File: src/rtl/dm_store_ctrl.sv
// dm_store_ctrl: MEM-stage store controller driving byte-lane data and
// active-low byte write enables to the data memory. Word-crossing stores
// are either split into two word writes (EX stalled meanwhile) or dropped
// with a one-cycle misalign_err pulse, depending on MISALIGN_SPLIT.
module dm_store_ctrl #(
  parameter int ADDR_W         = 14,
  parameter bit MISALIGN_SPLIT = 1'b1
) (
  input  logic              clk,
  input  logic              rst,
  input  logic              store_valid,
  input  logic [1:0]        store_type,
  input  logic [31:0]       store_addr,
  input  logic [31:0]       store_data,
  input  logic              dm_ready,
  output logic              stall_o,
  output logic              DM_CEB,
  output logic [3:0]        DM_WEB,
  output logic [ADDR_W-1:0] DM_A,
  output logic [31:0]       DM_DI,
  output logic              misalign_err
);

  typedef enum logic [1:0] {
    IDLE  = 2'd0,
    WR_LO = 2'd1,
    WR_HI = 2'd2
  } state_t;

  localparam logic [ADDR_W-1:0] WORD_ONE = {{(ADDR_W-1){1'b0}}, 1'b1};

  state_t state;
  state_t state_next;

  // Decoded view of the store currently presented by EX
  logic [3:0]        size_mask;
  logic [31:0]       data_masked;
  logic [1:0]        off;
  logic [ADDR_W-1:0] word;
  logic [7:0]        lane_mask;
  logic [63:0]       lane_data;
  logic              split;
  logic              drop;
  logic              accept;
  logic              take;
  logic              unused_addr;

  // Second half of a split store, parked until the low write is taken
  logic              split_q;
  logic [ADDR_W-1:0] hi_a;
  logic [3:0]        hi_web;
  logic [31:0]       hi_di;

  // Next values of every registered output / holding register
  logic              ceb_next;
  logic [3:0]        web_next;
  logic [ADDR_W-1:0] a_next;
  logic [31:0]       di_next;
  logic              misalign_next;
  logic              split_next;
  logic [ADDR_W-1:0] hi_a_next;
  logic [3:0]        hi_web_next;
  logic [31:0]       hi_di_next;

  // Byte-count mask and store data trimmed to the bytes actually stored
  always_comb begin
    size_mask   = 4'b0000;
    data_masked = 32'h0;
    case (store_type)
      2'b01: begin
        size_mask   = 4'b0001;
        data_masked = {24'h0, store_data[7:0]};
      end
      2'b10: begin
        size_mask   = 4'b0011;
        data_masked = {16'h0, store_data[15:0]};
      end
      2'b11: begin
        size_mask   = 4'b1111;
        data_masked = store_data;
      end
      default: begin
        size_mask   = 4'b0000;
        data_masked = 32'h0;
      end
    endcase
  end

  assign off         = store_addr[1:0];
  assign word        = store_addr[ADDR_W+1:2];
  assign lane_mask   = {4'b0000, size_mask} << off;
  assign lane_data   = {32'h0, data_masked} << {off, 3'b000};
  assign split       = |lane_mask[7:4];
  assign drop        = (MISALIGN_SPLIT == 1'b0) && split;
  assign unused_addr = ^store_addr[31:ADDR_W+2];

  assign stall_o = ((state == WR_LO) && (!dm_ready || split_q)) ||
                   ((state == WR_HI) && !dm_ready);
  assign accept  = store_valid && (store_type != 2'b00) && !stall_o;
  assign take    = accept && !drop;

  // State register; reset aborts any store in flight
  always_ff @(posedge clk or posedge rst) begin
    if (rst) begin
      state <= IDLE;
    end else begin
      state <= state_next;
    end
  end

  // Next-state: chain low writes back-to-back, detour through WR_HI for splits
  always_comb begin
    state_next = state;
    case (state)
      IDLE: begin
        if (take) state_next = WR_LO;
      end
      WR_LO: begin
        if (dm_ready) begin
          if (split_q)   state_next = WR_HI;
          else if (take) state_next = WR_LO;
          else           state_next = IDLE;
        end
      end
      WR_HI: begin
        if (dm_ready) begin
          if (take) state_next = WR_LO;
          else      state_next = IDLE;
        end
      end
      default: state_next = IDLE;
    endcase
  end

  // Output decode: load a low write, issue the parked high write, or go quiet
  always_comb begin
    ceb_next      = DM_CEB;
    web_next      = DM_WEB;
    a_next        = DM_A;
    di_next       = DM_DI;
    misalign_next = accept && drop;
    split_next    = split_q;
    hi_a_next     = hi_a;
    hi_web_next   = hi_web;
    hi_di_next    = hi_di;
    if (take) begin
      ceb_next    = 1'b0;
      web_next    = ~lane_mask[3:0];
      a_next      = word;
      di_next     = lane_data[31:0];
      split_next  = split;
      hi_a_next   = word + WORD_ONE;
      hi_web_next = ~lane_mask[7:4];
      hi_di_next  = lane_data[63:32];
    end else if ((state == WR_LO) && dm_ready && split_q) begin
      ceb_next   = 1'b0;
      web_next   = hi_web;
      a_next     = hi_a;
      di_next    = hi_di;
      split_next = 1'b0;
    end else if ((state != IDLE) && dm_ready) begin
      ceb_next   = 1'b1;
      web_next   = 4'hF;
      split_next = 1'b0;
    end
  end

  // DM strobe and holding registers
  always_ff @(posedge clk or posedge rst) begin
    if (rst) begin
      DM_CEB       <= 1'b1;
      DM_WEB       <= 4'hF;
      DM_A         <= '0;
      DM_DI        <= 32'h0;
      misalign_err <= 1'b0;
      split_q      <= 1'b0;
      hi_a         <= '0;
      hi_web       <= 4'hF;
      hi_di        <= 32'h0;
    end else begin
      DM_CEB       <= ceb_next;
      DM_WEB       <= web_next;
      DM_A         <= a_next;
      DM_DI        <= di_next;
      misalign_err <= misalign_next;
      split_q      <= split_next;
      hi_a         <= hi_a_next;
      hi_web       <= hi_web_next;
      hi_di        <= hi_di_next;
    end
  end

endmodule

File: config.mk
export PLATFORM = sky130hd
export DESIGN_NAME = dm_store_ctrl
export DESIGN_NICKNAME = d
export VERILOG_FILES = /design/src/rtl/dm_store_ctrl.sv
export SDC_FILE = /design/constraint.sdc
export NUM_CORES = 1
export LEC_CHECK = 0
export CORE_MARGIN = 2
export CORE_UTILIZATION = 25
export CTS_CLUSTER_SIZE = 10
export DETAILED_ROUTE_END_ITERATION = 12
export SLEW_MARGIN = 20
export SYNTH_ARGS = -nofsm -noshare
export SYNTH_HDL_FRONTEND = slang
export SYNTH_SLANG_ARGS = --single-unit
File: constraint.sdc
create_clock -name clk -period 2.9 [get_ports clk]
set_input_delay 0.58 -clock clk [delete_from_list [all_inputs] [get_ports clk]]
set_output_delay 0.58 -clock clk [all_outputs]
set_load 0.01 [all_outputs]
-- Yosys cells after proc, flatten, opt, wreduce, memory -nomap -nowiden
Cells that the tools add are included.
- add/sub/neg operators: 1
- multiply operators: 0
- div/mod/pow operators: 0
- magnitude comparators: 0
- equal/unequal tests: 8
- shift operators: 2
- muxes and demuxes: 21
- bitwise operators: 2
- reductions and logical operators: 18
- operators by type and width (kind ; number):
    $pmux W32 S3 ; 1
    $mux W32 ; 2
    $shl A32 B5 Y64 ; 1
    $mux W14 ; 2
    $add A14 B1 Y14 const B ; 1
    $mux W4 ; 3
    $pmux W4 S3 ; 1
    $mux W2 ; 4
    $not A4 Y4 ; 2
    $shl A4 B2 Y8 ; 1
    $logic_and A1 B1 Y1 ; 7
    $mux W1 ; 7
    $eq A2 B2 Y1 const B ; 3
    $ne A2 B2 Y1 const B ; 3
    $pmux W2 S3 ; 1
    $reduce_bool A2 Y1 ; 3
    $eq A2 B1 Y1 const B ; 2
    $reduce_or A4 Y1 ; 1
    $reduce_and A3 Y1 ; 1
    $reduce_bool A3 Y1 ; 1
    $logic_not A1 Y1 ; 2
    $logic_not A2 Y1 ; 1
    $logic_or A1 B1 Y1 ; 2
- register bits after elaboration: 104
- bits in latches: 0
- memory bits (writable): 0
- ROM bits: 0
- input bits: 70
- output and inout bits: 53
- word-level logic and storage cells: 61
- memories: 0

-- Depth between registers and ports, before layout
Gate-level depths: netlist (run 1).
- depth after elaboration: 10
- mapped depth: 7
- gate-level depth less buffers: 6

-- Least setup slack after synthesis (run 1)
Ideal clock, no wire load.
- path type: input port to flip-flop
- start point: input port store_addr[0]
- end point: register DM_DI[25]
- setup time: 0.133 ns
- data arrival time: 1.703 ns
- required time: 2.767 ns
- path slack: 1.064 ns
- cell stages on the path: 6
- path buffers: 2
- path through: clkbuf_1 -> buf_2 -> mux2_2 -> a22o_1 -> a21oi_1 -> o21ai_0
- cells in the longest elaborated chain, start to end: 2
- RTL lines (what ; RTL line ; source):
    from (decl) ; 13 ; input logic [31:0] store_addr,
    $shl A32 B5 Y64 ; 92 ; assign lane_data = {32'h0, data_masked} << {off, 3'b000};
    $mux W32 ; 146 ; if (take) begin
    to (signal assigned) ; 184 ; DM_DI <= di_next;
    to (decl) ; 20 ; output logic [31:0] DM_DI,
No other way between the ends.
A chain may end at the register's enable or synchronous reset.

-- Worst setup path after layout (run 1)
- start point: input port dm_ready
- end point: output port stall_o
- cells in the longest elaborated chain, start to end: 4
- elaborated cells on any way between the ends: 5
- classes of those cells: reduce/logical: 5
- RTL lines (what ; RTL line ; source):
    from (decl) ; 15 ; input logic dm_ready,
    $logic_not A1 Y1 * ; 97, 98 ;
    $logic_or A1 B1 Y1 ; 97 ; assign stall_o = ((state == WR_LO) && (!dm_ready || split_q)) ||
    $logic_and A1 B1 Y1 ; 97 ;
    $logic_or A1 B1 Y1 * ; 97 ;
    to (decl) ; 16 ; output logic stall_o,
Every way passes the cells marked *; elsewhere a longest branch is shown, timed or not.

==> results of run 1 <==
==> cell families (layout without fill, tap and decap cells) <==
| kind of cell | count (synthesis) | in the layout | share of synthesized area (%) |
|---|---|---|---|
| other | 1 | 1 | 0.0795 |
| multiplexers | 26 | 26 | 5.94 |
| AND/OR/NAND/NOR | 176 | 176 | 16.8 |
| buffers and inverters | 43 | 148 | 4.19 |
| adder cells (fa/ha/maj) | 2 | 2 | 0.477 |
| AO/OA/AOI/OAI | 140 | 140 | 19.5 |
| flip-flops | 95 | 95 | 50.6 |
| XOR/XNOR | 13 | 13 | 2.41 |
==> metrics by stage <==
| step | hold WS, ns | instance area [sq um] |
|---|---|---|
| 6_report | 0.475 | 6400 |
| 3_3_place_gp | 0.454 | 6110 |
| 4_1_cts | 0.480 | 6400 |
| 3_5_place_dp | 0.466 | 6110 |
| 5_1_grt | 0.498 | 6400 |
| 2_1_floorplan | 0.443 | 4720 |
==> final cells by class <==
cell class              instances  area [sq um]
fillers                      1924         12200
clock buffers                  10           229
inverters                       4          18.8
multi-input cells             358          2150
clock inverters                 6          67.6
repair buffers                128          1260
flip-flops and latches         95          2390
well taps                     234           293
==> placed cells by master, fill, tap and decap left out, drive strengths merged, types with 3 or more instances in the layout <==
| cell type | n |
|---|---|
| xnor2 | 5 |
| nor3 | 6 |
| nand3 | 5 |
| a22o | 24 |
| and2 | 3 |
| and3b | 9 |
| a211oi | 8 |
| mux2 | 16 |
| o21ai | 37 |
| dfrtp | 87 |
| o22ai | 4 |
| dfstp | 8 |
| a31oi | 29 |
| clkdlybuf4s50 | 105 |
| mux2i | 10 |
| a32oi | 8 |
| nor2 | 55 |
| a21oi | 23 |
| xor2 | 8 |
| clkbuf | 10 |
| inv | 5 |
| nor2b | 4 |
| nand4 | 3 |
| clkinvlp | 3 |
| buf | 23 |
| nand2 | 84 |
==> flip-flops by register name, summed over array words and instances, names as in the netlist <==
| signal | count |
|---|---|
| split_q | 1 |
| hi_di | 24 |
| DM_WEB | 4 |
| DM_CEB | 1 |
| DM_A | 14 |
| state | 2 |
| hi_a | 14 |
| DM_DI | 32 |
| hi_web | 3 |
==> power by group <==
part	internal [mW]	switching (mW)	leakage [nW]	total, mW
Clock	0.674	0.538	0.139	1.21
Combinational	1.03	1.00	1.35	2.03
Sequential	1.82	0.246	1.17	2.07
Total	3.53	1.79	2.66	5.31
==> critical path, stage by stage <==
cell	delay [ns]
clkdlybuf4s50_1	0.43
or3b_4	0.42
o21ai_0	0.10
clkdlybuf4s50_1	0.56
==> metal layers <==
| metal | up-vias | GRT usage [%] | share of wire [%] |
|---|---|---|---|
| li1 | 1978 | - | - |
| met1 | 1958 | 19.0 | 48 |
| met2 | 82 | 24.1 | 47 |
| met3 | 12 | 3.21 | 3.7 |
| met4 | 0 | 4.74 | 1.6 |
| met5 | - | 0 | 0 |
==> worst min-delay path by stage <==
stage / startpoint / endpoint / depth (start not counted)
after floorplan: hi_a[2] / hi_a[2] / 2
after global placement: hi_a[2] / hi_a[2] / 2
after detailed placement: hi_a[6] / hi_a[6] / 2
after CTS: hi_a[9] / hi_a[9] / 2
after global routing: hi_di[10] / hi_di[10] / 2
final: hi_a[6] / hi_a[6] / 2
==> impl_metrics.json, run 1 <==
{
  "hold_class": "flip-flop to flip-flop",
  "die_x_um": 141,
  "yosys-top-cells-count": "87 x dfrtp_1, 83 x nand2_1, 55 x nor2_1",
  "htree_levels": 3,
  "drv_slew": 0,
  "gr-usage-all-layers_pct": 14.6,
  "dr.pass1.iters": 4,
  "yosys.cell_count.top_type": "dfrtp_1",
  "fmaxAchievable_mhz": 375,
  "crit_type": "input port to output port",
  "maxSlewHeadroom_pct": 43.6,
  "status": "complete, no violations",
  "hpwl_mm": 10.6,
  "synth_cell_types": 47,
  "grt_pass1_vias": 4015,
  "dp_slack_ns": 0.210,
  "portBuffers": 105,
  "insertedDiodeCount": 0,
  "startpoint": "dm_ready",
  "rsz0062_at_grt": "no",
  "drive_gt1_share_pct": 11.8,
  "r2r_end": "hi_di[13]",
  "arrival_ns": 2.09,
  "drc": 0,
  "skew_ns": 0.00831,
  "setup_viol": 0,
  "path_clk_slew_ns": 0.07,
  "synth_warnings": 0,
  "finalCritPeriodShare_pct": 92.0,
  "finalHoldViolCount": 0,
  "start_kind": "input port",
  "synth_area_per_cell_sq_um": 9.52,
  "hold_buffers": 0,
  "fin_setup_tns_ns": 0,
  "final_cells": 835,
  "io_pins": 123,
  "chipHeight_um": 141,
  "worstSetupEndpoint": "stall_o",
  "die_area_sq_um": 20000,
  "routabilityCongestion": 0.781,
  "ir_drop_v": 0.000359,
  "min_period_ns": 2.67,
  "synth_area_sq_um": 4720,
  "drt-vias-per-instance": 4.83,
  "reg2regPathDepth": 6,
  "drt_iter0_drc": 184,
  "netlist.area_leader.share_pct": 46.1,
  "grt_max_degree": 40,
  "yosysTopAreaCell": "dfrtp_1",
  "wirelength_mm": 14.2,
  "async_reset_ff_share_pct": 100,
  "synth_edf_count": 0,
  "ys.flop_type": "dfrtp_1",
  "cts_setup_buffers": 0,
  "insertion_delay_ns": 0.35,
  "vias": 4030,
  "power_mw": 5.31,
  "ys_seq_elements": 95,
  "nNetsFinal": 667,
  "dp.cells": 819,
  "coreArea_sq_um": 18600,
  "initial_utilization_pct": 25.3,
  "regToRegStartpoint": "state[1]",
  "cts_tree": "done",
  "syn_inst": 496,
  "critical_path.max_fanout": 4,
  "wire_per_inst_um": 17.0,
  "worstMarginPinSlew_ns": 0.844,
  "ctsResizeCount": 0,
  "grt_pass1_wl_mm": 22.3,
  "cts_buffers": 9,
  "synthTopCellsByArea": "dfrtp_1 46%, nand2_1 6.6%, dfstp_2 4.5%, a22o_1 4.5%, nor2_1 4.4%",
  "cts_sinks": 95,
  "worst_slack_ns": 0.233,
  "antenna_found_initial": 0,
  "cap_violations": 0,
  "worstSetupEndpointType": "output port",
  "seq_area_frac_synth_pct": 50.6,
  "required_ns": 2.32,
  "overflow": 0,
  "cts_max_path_buffers": 2,
  "syn-num-nets": 567,
  "reg2reg_slack_ns": 0.95,
  "leakagePower_nw": 2.66,
  "cts_root_buf": "clkbuf_16",
  "area_growth_syn_to_layout_pct": 35.7,
  "final_util_pct": 34.3,
  "pwr_density_cell_nw_per_um2": 830,
  "ant_nets": 0,
  "rows": 50
}
Note: power is estimated with default switching activity, not from simulation.
==> run 2: changes to the inputs <==
CTS_CLUSTER_DIAMETER = 40   (was default)
SKIP_LAST_GASP = 1   (was default)
==> results of run 2 <==
No change in the layout: final DEF, timing and power equal those of run 1.
